==> src/rtl/seg_scan_decoder.sv <==
// Purpose: rebuild complete 8-digit frames from a scanned SEL/SEG 7-seg bus and flag scan/glyph faults.
// Latency: 2 registered input stages + SETTLE_CNT dwell to capture; frame visible 2 cycles after its last capture.
// Backpressure: none; the bus is passively observed and frames/errors are emitted as 1-cycle pulses.
module seg_scan_decoder #(
  parameter int SETTLE_CNT     = 16,
  parameter int FRAME_TMO      = 2_000_000,
  parameter bit SEG_ACTIVE_LOW = 1'b1,
  parameter bit SEL_ACTIVE_LOW = 1'b0
) (
  input  logic        Clk,
  input  logic        Reset_n,
  input  logic [7:0]  SEL,
  input  logic [7:0]  SEG,
  output logic [31:0] Digits,
  output logic [7:0]  Dp,
  output logic [7:0]  Blank,
  output logic        Frame_valid,
  output logic        Frame_err,
  output logic [1:0]  Err_code
);

  localparam int             TW        = $clog2(FRAME_TMO + 1);
  localparam logic [7:0]     SETTLE_V  = 8'(SETTLE_CNT);
  localparam logic [7:0]     SETTLE_M1 = 8'(SETTLE_CNT - 1);
  localparam logic [TW-1:0]  TMO_M1    = TW'(FRAME_TMO - 1);

  logic [7:0]    s_sel, s_seg;        // normalised (active-high) inputs
  logic [7:0]    p_sel, p_seg;        // previous-cycle copy for change detection
  logic [7:0]    stab_cnt;
  logic [TW-1:0] tmo_cnt;
  logic [7:0]    mask;
  logic [7:0]    mask_nxt;
  logic [31:0]   sh_dig;
  logic [7:0]    sh_dp, sh_blank;

  logic          changed, cap_evt, sel_onehot;
  logic [2:0]    sel_pos;
  logic          glyph_ok, glyph_blank;
  logic [3:0]    glyph_nib;
  logic          tmo_hit, frame_done, cap_ok, err_sel, err_glyph;

  // Register the raw bus once and fold away the polarity parameters.
  always_ff @(posedge Clk or negedge Reset_n) begin
    if (!Reset_n) begin
      s_sel <= '0;
      s_seg <= '0;
      p_sel <= '0;
      p_seg <= '0;
    end else begin
      s_sel <= SEL_ACTIVE_LOW ? ~SEL : SEL;
      s_seg <= SEG_ACTIVE_LOW ? ~SEG : SEG;
      p_sel <= s_sel;
      p_seg <= s_seg;
    end
  end

  assign changed = ({s_sel, s_seg} != {p_sel, p_seg});
  // Fires only on the step into SETTLE_CNT, so a long dwell captures once.
  assign cap_evt = !changed && (stab_cnt == SETTLE_M1);

  // Dwell counter: restarts on any bus change, saturates at the settle threshold.
  always_ff @(posedge Clk or negedge Reset_n) begin
    if (!Reset_n)                   stab_cnt <= '0;
    else if (changed)               stab_cnt <= '0;
    else if (stab_cnt != SETTLE_V)  stab_cnt <= stab_cnt + 8'd1;
  end

  // Select decode: one-hot test and position encoder.
  always_comb begin
    sel_onehot = (s_sel != 8'd0) && ((s_sel & (s_sel - 8'd1)) == 8'd0);
    sel_pos    = 3'd0;
    for (int i = 0; i < 8; i++) begin
      if (s_sel[i]) sel_pos = 3'(i);
    end
  end

  // Glyph decode from g..a to hex nibble; all-dark is a legal blank.
  always_comb begin
    glyph_ok    = 1'b1;
    glyph_blank = 1'b0;
    glyph_nib   = 4'h0;
    case (s_seg[6:0])
      7'h3F: glyph_nib = 4'h0;
      7'h06: glyph_nib = 4'h1;
      7'h5B: glyph_nib = 4'h2;
      7'h4F: glyph_nib = 4'h3;
      7'h66: glyph_nib = 4'h4;
      7'h6D: glyph_nib = 4'h5;
      7'h7D: glyph_nib = 4'h6;
      7'h07: glyph_nib = 4'h7;
      7'h7F: glyph_nib = 4'h8;
      7'h6F: glyph_nib = 4'h9;
      7'h77: glyph_nib = 4'hA;
      7'h7C: glyph_nib = 4'hB;
      7'h39: glyph_nib = 4'hC;
      7'h5E: glyph_nib = 4'hD;
      7'h79: glyph_nib = 4'hE;
      7'h71: glyph_nib = 4'hF;
      7'h00: glyph_blank = 1'b1;
      default: glyph_ok = 1'b0;
    endcase
  end

  // Event arbitration: timeout beats any capture in the same cycle.
  always_comb begin
    frame_done = (mask == 8'hFF);
    tmo_hit    = (mask != 8'd0) && !frame_done && (tmo_cnt == TMO_M1);
    cap_ok     = cap_evt && !tmo_hit && sel_onehot && glyph_ok;
    err_sel    = cap_evt && !tmo_hit && (s_sel != 8'd0) && !sel_onehot;
    err_glyph  = cap_evt && !tmo_hit && sel_onehot && !glyph_ok;
    mask_nxt   = frame_done ? 8'd0 : mask;
    if (tmo_hit)     mask_nxt = 8'd0;
    else if (cap_ok) mask_nxt[sel_pos] = 1'b1;
  end

  // Capture mask, shadow frame and collection timeout.
  always_ff @(posedge Clk or negedge Reset_n) begin
    if (!Reset_n) begin
      mask     <= '0;
      tmo_cnt  <= '0;
      sh_dig   <= '0;
      sh_dp    <= '0;
      sh_blank <= '0;
    end else begin
      mask <= mask_nxt;
      if (mask == 8'd0 || frame_done || tmo_hit) tmo_cnt <= '0;
      else                                       tmo_cnt <= tmo_cnt + 1'b1;
      if (cap_ok) begin
        sh_dig[4*sel_pos +: 4] <= glyph_nib;
        sh_dp[sel_pos]         <= s_seg[7];
        sh_blank[sel_pos]      <= glyph_blank;
      end
    end
  end

  // Publish whole frames atomically and report faults with a sticky cause code.
  always_ff @(posedge Clk or negedge Reset_n) begin
    if (!Reset_n) begin
      Digits      <= '0;
      Dp          <= '0;
      Blank       <= '0;
      Frame_valid <= 1'b0;
      Frame_err   <= 1'b0;
      Err_code    <= 2'd0;
    end else begin
      Frame_valid <= frame_done;
      Frame_err   <= tmo_hit || err_sel || err_glyph;
      if (frame_done) begin
        Digits <= sh_dig;
        Dp     <= sh_dp;
        Blank  <= sh_blank;
      end
      if (tmo_hit)        Err_code <= 2'd3;
      else if (err_sel)   Err_code <= 2'd1;
      else if (err_glyph) Err_code <= 2'd2;
    end
  end

endmodule

==> config.mk <==
export PLATFORM = sky130hd
export DESIGN_NAME = seg_scan_decoder
export DESIGN_NICKNAME = d
export VERILOG_FILES = /design/src/rtl/seg_scan_decoder.sv
export SDC_FILE = /design/constraint.sdc
export NUM_CORES = 1
export LEC_CHECK = 0
export CORE_MARGIN = 2
export CORE_UTILIZATION = 55
export DETAILED_ROUTE_END_ITERATION = 8
export PLACE_DENSITY = 0.77
export REMOVE_ABC_BUFFERS = 1
export SLEW_MARGIN = 30
export SYNTH_ARGS = -nofsm -noshare
export SYNTH_HDL_FRONTEND = slang
export SYNTH_SLANG_ARGS = --single-unit
==> constraint.sdc <==
create_clock -name Clk -period 5.3 [get_ports Clk]
set_input_delay 1.59 -clock Clk [delete_from_list [all_inputs] [get_ports Clk]]
set_output_delay 1.59 -clock Clk [all_outputs]
set_load 0.05 [all_outputs]
Word level (Yosys, flattened, before mapping)
Cells that the tools add are included.

Bits in registers: 169. Latch bits: 0. Bits in writable memories: 0. Memory bits (read-only): 0. Output and inout bits: 52. Logic and storage cells: 100. Memories kept: 0.

Add/sub/neg operators: 4. Multiply operators: 0. Divide/modulo/power cells: 0. $lt $le $gt $ge: 2. Eq/ne operators: 21. Shift operators: 2. Mux-type cells: 24. Bitwise operators: 3. Reduce and logical (&&, ||, !) cells: 28.

Operators with widths (count): equality test 7 bit (second input constant) (12); case mux 4 bit (15 select lines) (1); two-way mux 8 bit (5); negation 5 -> 34 bit (1); variable shift 4 x 34 -> 32 bit (first input constant) (1); variable part select 4 x 34 -> 32 bit (1); bitwise mux 32 bit (1); adder 21 x 1 -> 21 bit (second input constant) (1); equality test 21 bit (second input constant) (1); two-way mux 21 bit (1); two-way mux 3 bit (6); OR reduction 17 bit (1); bitwise mux 8 bit (2); logical NOT 8 bit (2); inequality test 16 bit (1); nonzero test 8 bit (2); equality test 7 x 3 -> 1 bit (second input constant) (2); equality test 7 x 6 -> 1 bit (second input constant) (2); logical AND 1 bit (11); adder 8 x 1 -> 8 bit (second input constant) (1); AND 8 bit (1); equality test 8 x 4 -> 1 bit (second input constant) (1); equality test 8 bit (second input constant) (1); inequality test 8 x 5 -> 1 bit (second input constant) (1); 13 further kinds (25).

Logic depth before layout (Yosys ltp)
Depth after elaboration: 14. Mapped depth: 10. Gate-level depth less buffers: 9.

Worst setup path after synthesis
Ideal clock, no wire load.

Path type: register -> register. Start: register stab_cnt[0]. End: register sh_dig[25]. Arrival time: 2.732 ns. Setup slack: 2.443 ns. Cell stages (with the launch flop): 10. Clock period less this slack: 2.857 ns. Path through: dfrtp_1 > ha_1 > nand3_1 > or3b_2 > nand2b_1 > or4_1 > buf_2 > or4_4 > buf_6 > mux2_4.

Word-level cells in the longest chain between the ends: 5.

RTL lines: start: declaration (line 29) `logic [7:0] stab_cnt;`; start signal: assignment (line 65) `else if (stab_cnt != SETTLE_V) stab_cnt <= stab_cnt + 8'd1;`; equality test 8 x 4 -> 1 bit (line 59) `assign cap_evt = !changed && (stab_cnt == SETTLE_M1);`; logical AND 1 bit (line 59); logical AND 1 bit (3 in a row) (line 108) `cap_ok = cap_evt && !tmo_hit && sel_onehot && glyph_ok;`; end signal: indexed assignment (line 129) `sh_dig[4*sel_pos +: 4] <= glyph_nib;`; end: declaration (line 33) `logic [31:0] sh_dig;`.

Every way passes these cells. A chain may end at the register's enable or synchronous reset.

Final worst setup path
Start: register s_sel[7]. End: register sh_dp[3].

Word-level cells in the longest chain between the ends: 6. Elaborated cells on any way between the ends: 18. Classes of those cells: add/sub (1); order compare (2); eq/ne (1); mux (4); bitwise (1); reduce/logical (9).

RTL lines: start: declaration (line 27) `logic [7:0] s_sel, s_seg;`; start signal: assignment (line 50) `s_sel <= SEL_ACTIVE_LOW ? ~SEL : SEL;`; subtractor 8 x 1 -> 8 bit, or another cell as far along (line 70) `sel_onehot = (s_sel != 8'd0) && ((s_sel & (s_sel - 8'd1)) == 8'd0);`; AND 8 bit, or another cell as far along (line 70); logical NOT 8 bit, or another cell as far along (line 70); logical AND 1 bit, or another cell as far along (line 70); logical AND 1 bit / demux 1 bit (select 3 bit) (equally long branches) (line 108, 130); logical AND 1 bit / bitwise mux 8 bit (equally long branches) (line 108, 130); end signal: indexed assignment (line 130) `sh_dp[sel_pos] <= s_seg[7];`; end: declaration (line 34) `logic [7:0] sh_dp, sh_blank;`.

Several ways; a longest one is shown, not always the timed one.

==> out/qor.csv <==
stage,metric,value,unit
outcome,status,"finished, final reports clean",
floorplanning,die-height,120.3,um
grt,overflow,0,
clock_network,ctsResizeCount,0,
clock_network,root_buffer,clkbuf_16,
synthesis,synth_common_cells,"169 x dfrtp_1, 160 x nand2_1, 55 x nor2_1, 32 x xor2_1, 29 x clkbuf_1",
worst_setup_path,crit_arrival,4110,ps
final_layout,insertedDiodeCount,0,
grt,grt_max_degree,118,
synthesis,synth_edf_count,0,
timing,finalCritPeriodShare,71.76,%
clock_network,clk_pin_slew,70,ps
clock_network,cts_buffer_depth,2,
timing,rsz0062_at_grt,false,
hold_path,hold_depth,2,
synthesis,synth_cells,708,
power,p_per_area,307.6,mW/mm^2
drt,drt-initial-drc-count,285,
timing,max_freq,262.9,MHz
grt,grt_pass1_vias,5198,
synthesis,synth_ff_type,dfrtp_1,
synthesis,synth_fa_ha_area_share,1.110,%
placed_design,dpl_worst_slack,1593,ps
placed_design,place_hpwl,10290,um
timing,slew_violations,0,
worst_setup_path,cp_slowest_cell,or4_1,
synthesis,synth_compound_area_share,4.256,%
synthesis,muxShareOfSynthArea,7.873,%
power,peakVddDrop,0.0002074,V
worst_setup_path,crit_path_max_fanout,16,
timing,setup_viol,0,
floorplanning,dieArea,0.01447,mm^2
power,total_power,2.743,mW
final_layout,stdcell_area,0.008916,mm^2
worst_setup_path,reg2reg_depth,6,
timing,slew_headroom,36.58,%
synthesis,synth-simple-area-share,21.89,%
drt,met1Wirelength,6605,um
drt,dr.pass1.iters,4,
drt,drtAntennaViolNets,0,
drt,wl_per_cell,15.78,um
synthesis,synth.top_cell.area_share,56.86,%
timing,post-route-min-period,3803,ps
timing,holdWs,469.2,ps
synthesis,synth_most_common_cell,dfrtp_1,
worst_setup_path,startpoint_type,flop,
synthesis,synth_top_family_by_area,simple AND/OR/NAND/NOR gates,
floorplanning,initial_core_util,56.16,%
synthesis,synthXorXnorAreaFrac,4.828,%
clock_network,ctsHoldBuffers,0,
synthesis,yosys.area.top_type,dfrtp_1,
timing,tightestPinTransition,951.3,ps
timing,tns,0,ps
drt,wl,15130,um
clock_network,cts_tree,built,
drt,met3_length,613,um
synthesis,syn_avg_cell_area,10.50,um^2
worst_setup_path,worstPathRequired,5610,ps
floorplanning,die_x,120.3,um
synthesis,synth_area,0.007437,mm^2
final_layout,fillCellCount,1027,
worst_setup_path,max_stage_delay,1000,ps
worst_setup_path,cp-end-kind,flop,
clock_network,clock-sinks,169,
job,drv_cap,0,
timing,layout_setup_ws,1497,ps
synthesis,synth.area.top_cells,"dfrtp_1 57%, nand2_1 8.1%, mux2_1 3.8%",
worst_setup_path,critPathKind,reg -> reg,
clock_network,clkLatencyLatePin,430,ps
timing,fin_skew,8.152,ps
synthesis,seq_area_frac_synth,56.86,%
final_layout,drive_gt1_share,9.962,%
drt,drc,0,
drt,vias,5219,
grt,antenna_found_initial,0,
synthesis,yosysWarningCount,0,
drt,wl_met2,7674,um
final_layout,final_nets,793,
worst_setup_path,cp_cell_sequence,xor2_1 -> nor4_1 -> nand4_1 -> or4_1 -> or4_1 -> mux2_1,
timing,hold_viol_final,0,
placed_design,dpl_cell_area,0.008278,mm^2
floorplanning,num_rows,42,
placed_design,place.port_buffers,69,
synthesis,synth-async-reset-ratio,100.0,%
final_layout,area_growth,19.89,%
drt,topRoutingLayerUsed,met4,
hold_path,hold_path_class,reg -> reg,
grt,grt_pass1_wl,25580,um
clock_network,cts_max_level,4,
drt,viasPerCell,5.442,
floorplanning,ios,70,
power,power.leakage,4.158,nW
grt,track_usage,22.38,%
clock_network,post-cts-setup-buffers,0,
synthesis,yosys_register_bits,169,
worst_setup_path,cp_common_cell,or4_1,
clock_network,numCtsBuffers,17,
floorplanning,core,0.01324,mm^2
placed_design,routabilityCongestion,0.8156,
synthesis,yosysUniqueCellTypes,60,
## path summary, 6_finish.rpt
path	startpoint	to	slack [ps]
max	s_sel[7]	sh_dp[3]	1500
min	Digits[14]	Digits[14]	470
max reg2reg	s_sel[7]	sh_dp[3]	1500
min reg2reg	Digits[14]	Digits[14]	470
max in group asynchronous	Reset_n	tmo_cnt[14]	3160
min in group asynchronous	Reset_n	Digits[0]	1220
## kinds of logic (layout without fill, tap and decap cells)
family / Yosys count / after routing
buffers and inverters: 58 / 133
adder cells (fa/ha/maj): 7 / 7
AO/OA/AOI/OAI: 50 / 50
XOR/XNOR: 41 / 41
multiplexers: 52 / 52
flip-flops: 169 / 169
AND/OR/NAND/NOR: 331 / 331
## worst max-delay path: cells and delay by family (launching register included)
kind          cells  cell delay [ps]
xor+xnor          1              220
flops             1              530
simple gates      4             2570
mux               1              360
## power breakdown
group          internal, mW  total, mW  switching, mW
clock network         0.803       1.32          0.514
registers              1.30       1.33         0.0235
logic                0.0368      0.100         0.0633
total                  2.14       2.74          0.601
## layer usage
layer	global-route usage, %	vias to the layer above
li1	-	2492
met1	29.17	2584
met2	37.96	124
met3	4.481	19
met4	7.049	0
met5	0	-
## layout make-up
class,instances,area (um^2),share of cell area (%)
clock buffer,18,439.2,4.926
multi-input combinational,481,2987,33.50
clock inverter,14,195.2,2.189
sequential,169,4229,47.43
timing repair buffer,77,755.7,8.476
inverter,24,90.09,1.010
tap,176,220.2,2.470
## sequential cells by signal, indices dropped and copies added (netlist names)
signal,cells
p_seg,8
Frame_valid,1
s_seg,8
sh_dig,32
p_sel,8
Digits,32
Dp,8
stab_cnt,8
Blank,8
sh_dp,8
Frame_err,1
Err_code,2
tmo_cnt,21
mask,8
s_sel,8
sh_blank,8
## per-stage QoR
stage	utilization, %	std cells
after floorplan	-	674
after global placement	62.51	927
after detailed placement	62.51	927
after CTS	67.30	959
after global routing	67.33	959
final	67.33	959
## placed cells by master, fill, tap and decap left out, types with 8 or more instances in the layout
cell type and n:
clkdlybuf4s50_1 68, and3_1 8, xnor2_1 9, inv_1 23, mux2_2 15, a21oi_1 11
mux2i_1 9, nor2_1 55, nand3_1 15, buf_4 8, and2_1 8, dfrtp_1 169
clkbuf_16 17, nor4_1 8, xor2_1 32, mux2_1 25, nand2_1 160, nand4_1 13
o21ai_0 17, nor3_1 10
No activity file was read; power rests on OpenSTA's default activity.
